$ cat src/rtl/axi2wbm_bridge.sv
// axi2wbm_bridge: AXI4 slave that replays each accepted burst as a sequence of
// pipelined Wishbone master cycles, one WB beat per AXI beat, one burst at a time.
// Optional feature macro: AXI2WBM_WRAP_EN
//   defined   - WRAP bursts are translated (address wraps in a (len+1)-word window)
//   undefined - WRAP bursts issue no WB cycle; writes drain W and return SLVERR,
//               reads return len+1 beats of zero data with SLVERR
//
// state  | meaning
// -------+-----------------------------------------------------------
// IDLE   | waiting for AW or AR; ties alternate, read wins first
// WADDR  | write beat: waiting for W data (cyc held between beats)
// WBEAT  | write strobe presented, waiting for !stall
// WACK   | write beat issued, waiting for ack/err
// BRESP  | write burst done, presenting B response
// RBEAT  | read strobe presented, waiting for !stall
// RACK   | read beat issued, waiting for ack/err
// RDATA  | presenting captured read beat on R until accepted
module axi2wbm_bridge #(
    parameter int C_AXI_ID_WIDTH   = 1,
    parameter int C_AXI_ADDR_WIDTH = 28,
    parameter int DW               = 32,
    parameter int AW               = C_AXI_ADDR_WIDTH - $clog2(DW/8)
) (
    input  logic                        i_clk,
    input  logic                        i_rst,
    input  logic [C_AXI_ID_WIDTH-1:0]   i_axi_awid,
    input  logic [C_AXI_ADDR_WIDTH-1:0] i_axi_awaddr,
    input  logic [7:0]                  i_axi_awlen,
    input  logic [1:0]                  i_axi_awburst,
    input  logic                        i_axi_awvalid,
    output logic                        o_axi_awready,
    input  logic [DW-1:0]               i_axi_wdata,
    input  logic [DW/8-1:0]             i_axi_wstrb,
    input  logic                        i_axi_wlast,
    input  logic                        i_axi_wvalid,
    output logic                        o_axi_wready,
    output logic [C_AXI_ID_WIDTH-1:0]   o_axi_bid,
    output logic [1:0]                  o_axi_bresp,
    output logic                        o_axi_bvalid,
    input  logic                        i_axi_bready,
    input  logic [C_AXI_ID_WIDTH-1:0]   i_axi_arid,
    input  logic [C_AXI_ADDR_WIDTH-1:0] i_axi_araddr,
    input  logic [7:0]                  i_axi_arlen,
    input  logic [1:0]                  i_axi_arburst,
    input  logic                        i_axi_arvalid,
    output logic                        o_axi_arready,
    output logic [C_AXI_ID_WIDTH-1:0]   o_axi_rid,
    output logic [DW-1:0]               o_axi_rdata,
    output logic [1:0]                  o_axi_rresp,
    output logic                        o_axi_rlast,
    output logic                        o_axi_rvalid,
    input  logic                        i_axi_rready,
    output logic                        o_wb_cyc,
    output logic                        o_wb_stb,
    output logic                        o_wb_we,
    output logic [AW-1:0]               o_wb_addr,
    output logic [DW-1:0]               o_wb_data,
    output logic [DW/8-1:0]             o_wb_sel,
    input  logic                        i_wb_stall,
    input  logic                        i_wb_ack,
    input  logic                        i_wb_err,
    input  logic [DW-1:0]               i_wb_data
);

    localparam int LSB = $clog2(DW/8);

    typedef enum logic [2:0] {
        S_IDLE, S_WADDR, S_WBEAT, S_WACK, S_BRESP, S_RBEAT, S_RACK, S_RDATA
    } state_t;

    state_t                     state_q, state_d;
    logic [C_AXI_ID_WIDTH-1:0]  id_q, id_d;
    logic [AW-1:0]              addr_q, addr_d, addr_nxt;
    logic [1:0]                 burst_q, burst_d;
    logic [7:0]                 cnt_q, cnt_d;
    logic                       err_q, err_d;
    logic                       bad_q, bad_d;
    logic                       prefer_wr_q, prefer_wr_d;
    logic                       cyc_q, cyc_d;
    logic                       stb_q, stb_d;
    logic                       we_q, we_d;
    logic [DW-1:0]              wdata_q, wdata_d;
    logic [DW/8-1:0]            sel_q, sel_d;
    logic [DW-1:0]              rdata_q, rdata_d;
    logic [1:0]                 rresp_q, rresp_d;
    logic                       grant_rd, grant_wr;
    logic                       aw_bad, ar_bad;

    // Sub-word address bits and wlast carry no information for this bridge.
    logic unused_ok;
    assign unused_ok = ^{i_axi_wlast, i_axi_awaddr[LSB-1:0], i_axi_araddr[LSB-1:0]};

`ifdef AXI2WBM_WRAP_EN
    logic [7:0] len_q, len_d;
    logic [AW-1:0] wrap_mask;

    assign aw_bad    = 1'b0;
    assign ar_bad    = 1'b0;
    assign wrap_mask = AW'(len_q);
`else
    assign aw_bad = (i_axi_awburst == 2'b10);
    assign ar_bad = (i_axi_arburst == 2'b10);
`endif

    // Word address of the following beat: FIXED holds, WRAP folds into its window, else increments.
    always_comb begin
        addr_nxt = addr_q + AW'(1);
        if (burst_q == 2'b00) begin
            addr_nxt = addr_q;
        end
`ifdef AXI2WBM_WRAP_EN
        else if (burst_q == 2'b10) begin
            addr_nxt = (addr_q & ~wrap_mask) | ((addr_q + AW'(1)) & wrap_mask);
        end
`endif
    end

    // Next-state and handshake decode; every register holds unless a transition updates it.
    always_comb begin
        state_d     = state_q;
        id_d        = id_q;
        addr_d      = addr_q;
        burst_d     = burst_q;
        cnt_d       = cnt_q;
        err_d       = err_q;
        bad_d       = bad_q;
        prefer_wr_d = prefer_wr_q;
        cyc_d       = cyc_q;
        stb_d       = stb_q;
        we_d        = we_q;
        wdata_d     = wdata_q;
        sel_d       = sel_q;
        rdata_d     = rdata_q;
        rresp_d     = rresp_q;
`ifdef AXI2WBM_WRAP_EN
        len_d       = len_q;
`endif
        grant_rd    = 1'b0;
        grant_wr    = 1'b0;
        o_axi_awready = 1'b0;
        o_axi_arready = 1'b0;
        o_axi_wready  = 1'b0;

        case (state_q)
            S_IDLE: begin
                grant_rd = i_axi_arvalid && (!i_axi_awvalid || !prefer_wr_q);
                grant_wr = i_axi_awvalid && !grant_rd;
                o_axi_arready = grant_rd;
                o_axi_awready = grant_wr;
                if (grant_rd) begin
                    id_d        = i_axi_arid;
                    addr_d      = i_axi_araddr[C_AXI_ADDR_WIDTH-1:LSB];
                    burst_d     = i_axi_arburst;
                    cnt_d       = i_axi_arlen;
                    bad_d       = ar_bad;
                    prefer_wr_d = 1'b1;
`ifdef AXI2WBM_WRAP_EN
                    len_d       = i_axi_arlen;
`endif
                    if (ar_bad) begin
                        rdata_d = '0;
                        rresp_d = 2'b10;
                        state_d = S_RDATA;
                    end else begin
                        cyc_d   = 1'b1;
                        stb_d   = 1'b1;
                        we_d    = 1'b0;
                        state_d = S_RBEAT;
                    end
                end else if (grant_wr) begin
                    id_d        = i_axi_awid;
                    addr_d      = i_axi_awaddr[C_AXI_ADDR_WIDTH-1:LSB];
                    burst_d     = i_axi_awburst;
                    cnt_d       = i_axi_awlen;
                    bad_d       = aw_bad;
                    err_d       = 1'b0;
                    prefer_wr_d = 1'b0;
`ifdef AXI2WBM_WRAP_EN
                    len_d       = i_axi_awlen;
`endif
                    state_d     = S_WADDR;
                end
            end
            S_WADDR: begin
                o_axi_wready = 1'b1;
                if (i_axi_wvalid) begin
                    if (bad_q) begin
                        // unsupported burst: swallow the beat, no WB traffic
                        err_d = 1'b1;
                        if (cnt_q == 8'd0) state_d = S_BRESP;
                        else               cnt_d   = cnt_q - 8'd1;
                    end else begin
                        wdata_d = i_axi_wdata;
                        sel_d   = i_axi_wstrb;
                        cyc_d   = 1'b1;
                        stb_d   = 1'b1;
                        we_d    = 1'b1;
                        state_d = S_WBEAT;
                    end
                end
            end
            S_WBEAT: begin
                if (!i_wb_stall) begin
                    stb_d   = 1'b0;
                    state_d = S_WACK;
                end
            end
            S_WACK: begin
                if (i_wb_ack || i_wb_err) begin
                    if (i_wb_err) err_d = 1'b1;
                    if (cnt_q == 8'd0) begin
                        cyc_d   = 1'b0;
                        we_d    = 1'b0;
                        state_d = S_BRESP;
                    end else begin
                        cnt_d   = cnt_q - 8'd1;
                        addr_d  = addr_nxt;
                        state_d = S_WADDR;
                    end
                end
            end
            S_BRESP: begin
                if (i_axi_bready) state_d = S_IDLE;
            end
            S_RBEAT: begin
                if (!i_wb_stall) begin
                    stb_d   = 1'b0;
                    state_d = S_RACK;
                end
            end
            S_RACK: begin
                if (i_wb_ack || i_wb_err) begin
                    rdata_d = i_wb_data;
                    rresp_d = i_wb_err ? 2'b10 : 2'b00;
                    state_d = S_RDATA;
                end
            end
            S_RDATA: begin
                if (i_axi_rready) begin
                    if (cnt_q == 8'd0) begin
                        cyc_d   = 1'b0;
                        state_d = S_IDLE;
                    end else begin
                        cnt_d  = cnt_q - 8'd1;
                        addr_d = addr_nxt;
                        if (!bad_q) begin
                            stb_d   = 1'b1;
                            state_d = S_RBEAT;
                        end
                    end
                end
            end
            default: state_d = S_IDLE;
        endcase
    end

    // State and datapath registers; reset drops the WB cycle at once and discards the burst.
    always_ff @(posedge i_clk or posedge i_rst) begin
        if (i_rst) begin
            state_q     <= S_IDLE;
            id_q        <= '0;
            addr_q      <= '0;
            burst_q     <= '0;
            cnt_q       <= '0;
            err_q       <= 1'b0;
            bad_q       <= 1'b0;
            prefer_wr_q <= 1'b0;
            cyc_q       <= 1'b0;
            stb_q       <= 1'b0;
            we_q        <= 1'b0;
            wdata_q     <= '0;
            sel_q       <= '0;
            rdata_q     <= '0;
            rresp_q     <= 2'b00;
`ifdef AXI2WBM_WRAP_EN
            len_q       <= '0;
`endif
        end else begin
            state_q     <= state_d;
            id_q        <= id_d;
            addr_q      <= addr_d;
            burst_q     <= burst_d;
            cnt_q       <= cnt_d;
            err_q       <= err_d;
            bad_q       <= bad_d;
            prefer_wr_q <= prefer_wr_d;
            cyc_q       <= cyc_d;
            stb_q       <= stb_d;
            we_q        <= we_d;
            wdata_q     <= wdata_d;
            sel_q       <= sel_d;
            rdata_q     <= rdata_d;
            rresp_q     <= rresp_d;
`ifdef AXI2WBM_WRAP_EN
            len_q       <= len_d;
`endif
        end
    end

    assign o_wb_cyc     = cyc_q;
    assign o_wb_stb     = stb_q;
    assign o_wb_we      = we_q;
    assign o_wb_addr    = addr_q;
    assign o_wb_data    = wdata_q;
    assign o_wb_sel     = sel_q;

    assign o_axi_bvalid = (state_q == S_BRESP);
    assign o_axi_bid    = id_q;
    assign o_axi_bresp  = {err_q, 1'b0};

    assign o_axi_rvalid = (state_q == S_RDATA);
    assign o_axi_rid    = id_q;
    assign o_axi_rdata  = rdata_q;
    assign o_axi_rresp  = rresp_q;
    assign o_axi_rlast  = (state_q == S_RDATA) && (cnt_q == 8'd0);

endmodule

$ cat config.mk
export PLATFORM = sky130hd
export DESIGN_NAME = axi2wbm_bridge
export DESIGN_NICKNAME = d
export VERILOG_FILES = /design/src/rtl/axi2wbm_bridge.sv
export SDC_FILE = /design/constraint.sdc
export NUM_CORES = 1
export LEC_CHECK = 0
export ABC_CLOCK_PERIOD_IN_PS = 5000
export CAP_MARGIN = 10
export CELL_PAD_IN_SITES_DETAIL_PLACEMENT = 0
export CELL_PAD_IN_SITES_GLOBAL_PLACEMENT = 1
export CORE_AREA = 2 2 120 181
export CTS_CLUSTER_DIAMETER = 120
export CTS_CLUSTER_SIZE = 25
export DETAILED_ROUTE_END_ITERATION = 10
export DIE_AREA = 0 0 122 183
export PLACE_DENSITY = 0.76
export SLEW_MARGIN = 20
export SYNTH_ARGS = -nofsm -noshare
export SYNTH_HDL_FRONTEND = slang
export SYNTH_SLANG_ARGS = --single-unit
$ cat constraint.sdc
create_clock -name i_clk -period 5 [get_ports i_clk]
set_input_delay 1 -clock i_clk [delete_from_list [all_inputs] [get_ports i_clk]]
set_output_delay 1 -clock i_clk [all_outputs]
set_load 0.02 [all_outputs]
==> qor.txt <==
result of the run - finished clean
clock edge transition at the registers on the reported setup and hold paths - 0.06 ns
Starting Density - 0.297
number of core rows - 65
dpl ws - 1.25 ns
sequential fraction of the synthesis area - 0.467
power per standard cell area - 630 mW/mm^2
count of hold buffers inserted by post-cts repair - 0
layout cells sized above 1 - 0.108
final slew viol count - 0
CP required - 4.00 ns
last weighted congestion value of the routability-driven placer - 0.793
pin count of the biggest net entering global routing - 67
type of the most critical hold path - reg -> reg
Worst Setup Start Kind - register
highest fanout seen on the critical path - 20
Max VDD drop - 287 uV
arrival time reported for the critical path endpoint - 2.72 ns
root buffer cell - sky130_fd_sc_hd__clkbuf_16
total wire length after detailed routing - 20,300 um
async set-reset flop share out of synthesis - 1.00
number of nets in the finished design - 1,072
Post-CTS Setup Bufs - 0
half-perimeter wire length of the detailed placement result - 14,500 um
Fin Clk Skew - 0.00856 ns
Slew @ Worst Pin - 0.941 ns
Boundary Pins - 266
vias per cell - 5.03
top cells by area, synth - sky130_fd_sc_hd__dfrtp_1, sky130_fd_sc_hd__nand2_1, sky130_fd_sc_hd__mux2_2
setup repair after global routing missed its margin - no
Worst Setup End Kind - output pin
Die H - 183 um
chip width - 122 um
Max stage delay on crit path - 0.71 ns
clock tree from TritonCTS - built
Yosys Warn Count - 0
area of the mapped netlist - 0.00616 mm^2
Setup Crit Path Kind - reg -> out
final core area utilization - 0.462
first-pass GRT wire length - 31,800 um
number of endpoints with negative hold slack in the final report - 0
number of inserted diodes - 0
worst-path cell with the longest stage delay - sky130_fd_sc_hd__nor3_2
Avg Synthesized Cell Area - 9.16 um^2
final critical-path required period - 3.72 ns
worst rel slew slack - 0.372
remaining global-route overflow - 0
largest area contributor in the netlist - sky130_fd_sc_hd__dfrtp_1
antenna violation net count after detailed routing - 0
leading cell type by number of instances after synthesis - sky130_fd_sc_hd__nand2_1
count of flip-flops with a built-in enable after synthesis - 0
leakage component of the power - 3.87 nW
final setup vio count - 0
Finished Layout Cells - 1,193
core footprint - 0.0207 mm^2
die area - 0.0223 mm^2
number of distinct library cell variants in the gate-level netlist after synthesis - 65
CTS Sinks - 115
overall via count from detail_route - 6,001
Layout Area Growth over Synthesis - 55.5%
post-placement cell count - 1,161
worst path buffer plus inverter count - 2
number of antenna violations at the first check in global routing - 0
Most used DFF post-synth - sky130_fd_sc_hd__dfrtp_1
proportion of netlist area held by the largest area contributor - 0.467
Setup Total Neg Slack - 0 ns
Wirelength per Cell - 17.0 um
category of cells accounting for the largest share of critical-path delay - simple AND/OR/NAND/NOR gates
Num CTS Buffers - 17
highest clock rate - 269 MHz
DRT Pass-1 Iters - 4
count of state elements after synthesis - 115
ranking of synthesized cells by instance count - sky130_fd_sc_hd__nand2_1, sky130_fd_sc_hd__dfrtp_1, sky130_fd_sc_hd__o21ai_0
overall global routing resource usage - 0.183
post-synthesis cell count - 672
count of input and output buffers - 258
Clock Latency Late Sink - 0.41 ns
post-route worst setup slack - 1.28 ns
share of the clock period used by the worst path after layout - 0.743
Resize count post-CTS - 0
Max clock buf depth - 2
critical path cell sequence - nor3_2, nand2_1, inv_1, clkdlybuf4s50_1
post-route DRC violation count - 0
CTS H-tree lvls - 4
Initial DRC Count - 389
max_cap viols - 0
vias in the first global route - 5,828
==> state kept, by name (all words and copies together) (netlist names) <==
name	cells
cnt_q	8
o_wb_addr	26
state_q	3
o_axi_rresp	1
o_wb_sel	4
burst_q	2
o_wb_data	32
o_axi_bid	1
prefer_wr_q	1
o_wb_we	1
o_wb_stb	1
o_axi_rdata	32
bad_q	1
o_wb_cyc	1
err_q	1
==> report_power, final <==
group	switching [mW]	total (mW)	leakage, nW	internal, mW
Combinational	1.66	3.06	2.15	1.40
Sequential	0.370	1.72	1.42	1.35
Clock	0.474	1.26	0.298	0.784
Total	2.50	6.03	3.87	3.53
==> worst register-to-register path: cells and delay by family, from the launching register on <==
family        cells  cell delay, ns
simple gates      2            1.05
flops             1            0.78
mux               1            0.61
buf+inv           1            0.33
==> through the flow <==
step           hold WS [ns]  area, um^2  power (mW)
3_3_place_gp          0.460        8960        4.78
6_report              0.477        9570        6.03
5_1_grt               0.503        9570        6.45
2_1_floorplan         0.464        6160        3.55
3_5_place_dp          0.470        8960        4.82
4_1_cts               0.483        9570        6.11
==> layer usage <==
metal	global-route usage	vias up	part of all wire
li1	-	2905	-
met4	0.0634	0	0.021
met2	0.329	194	0.54
met1	0.202	2875	0.38
met3	0.0544	27	0.065
met5	0	-	0
==> cell type report <==
| class | instances | area [um^2] |
|---|---|---|
| Clock buffer | 20 | 467 |
| Timing Repair Buffer | 268 | 2670 |
| Tap cell | 268 | 335 |
| Fill cell | 2097 | 11200 |
| Clock inverter | 12 | 143 |
| Multi-Input combinational cell | 496 | 3030 |
| Sequential cell | 115 | 2880 |
| Inverter | 14 | 55.1 |
==> layout by cell type, fill, tap and decap left out, types with 13 or more instances in the layout <==
cell	count
sky130_fd_sc_hd__clkdlybuf4s50_1	258
sky130_fd_sc_hd__nand2_1	139
sky130_fd_sc_hd__dfrtp_1	115
sky130_fd_sc_hd__o21ai_0	66
sky130_fd_sc_hd__a21oi_1	41
sky130_fd_sc_hd__mux2_2	36
sky130_fd_sc_hd__nor2_1	33
sky130_fd_sc_hd__nand3_1	19
sky130_fd_sc_hd__clkbuf_16	17
sky130_fd_sc_hd__inv_1	13
==> cells by family after synthesis <==
family,share of synthesized area
buffers and inverters,0.0449
adder cells (fa/ha/maj),0.00610
multiplexers,0.0821
AO/OA/AOI/OAI,0.198
flip-flops,0.467
other,0.000609
AND/OR/NAND/NOR,0.199
XOR/XNOR,0.00142
==> worst paths after layout <==
check / depth (start not counted) / end / from / slack, ns
max: 4 / o_axi_arready / state_q[2]$_DFFE_PP0P_ / 1.28
min: 2 / o_axi_rdata[18]$_DFFE_PP0P_ / o_axi_rdata[18]$_DFFE_PP0P_ / 0.48
max reg2reg: 4 / o_wb_sel[2]$_DFFE_PP0P_ / state_q[0]$_DFFE_PP0P_ / 2.11
min reg2reg: 2 / o_axi_rdata[18]$_DFFE_PP0P_ / o_axi_rdata[18]$_DFFE_PP0P_ / 0.48
max in group asynchronous: 3 / cnt_q[4]$_DFFE_PP0P_ / i_rst / 3.14
min in group asynchronous: 2 / o_axi_rdata[19]$_DFFE_PP0P_ / i_rst / 1.03
Note: power is estimated with default switching activity, not from simulation.
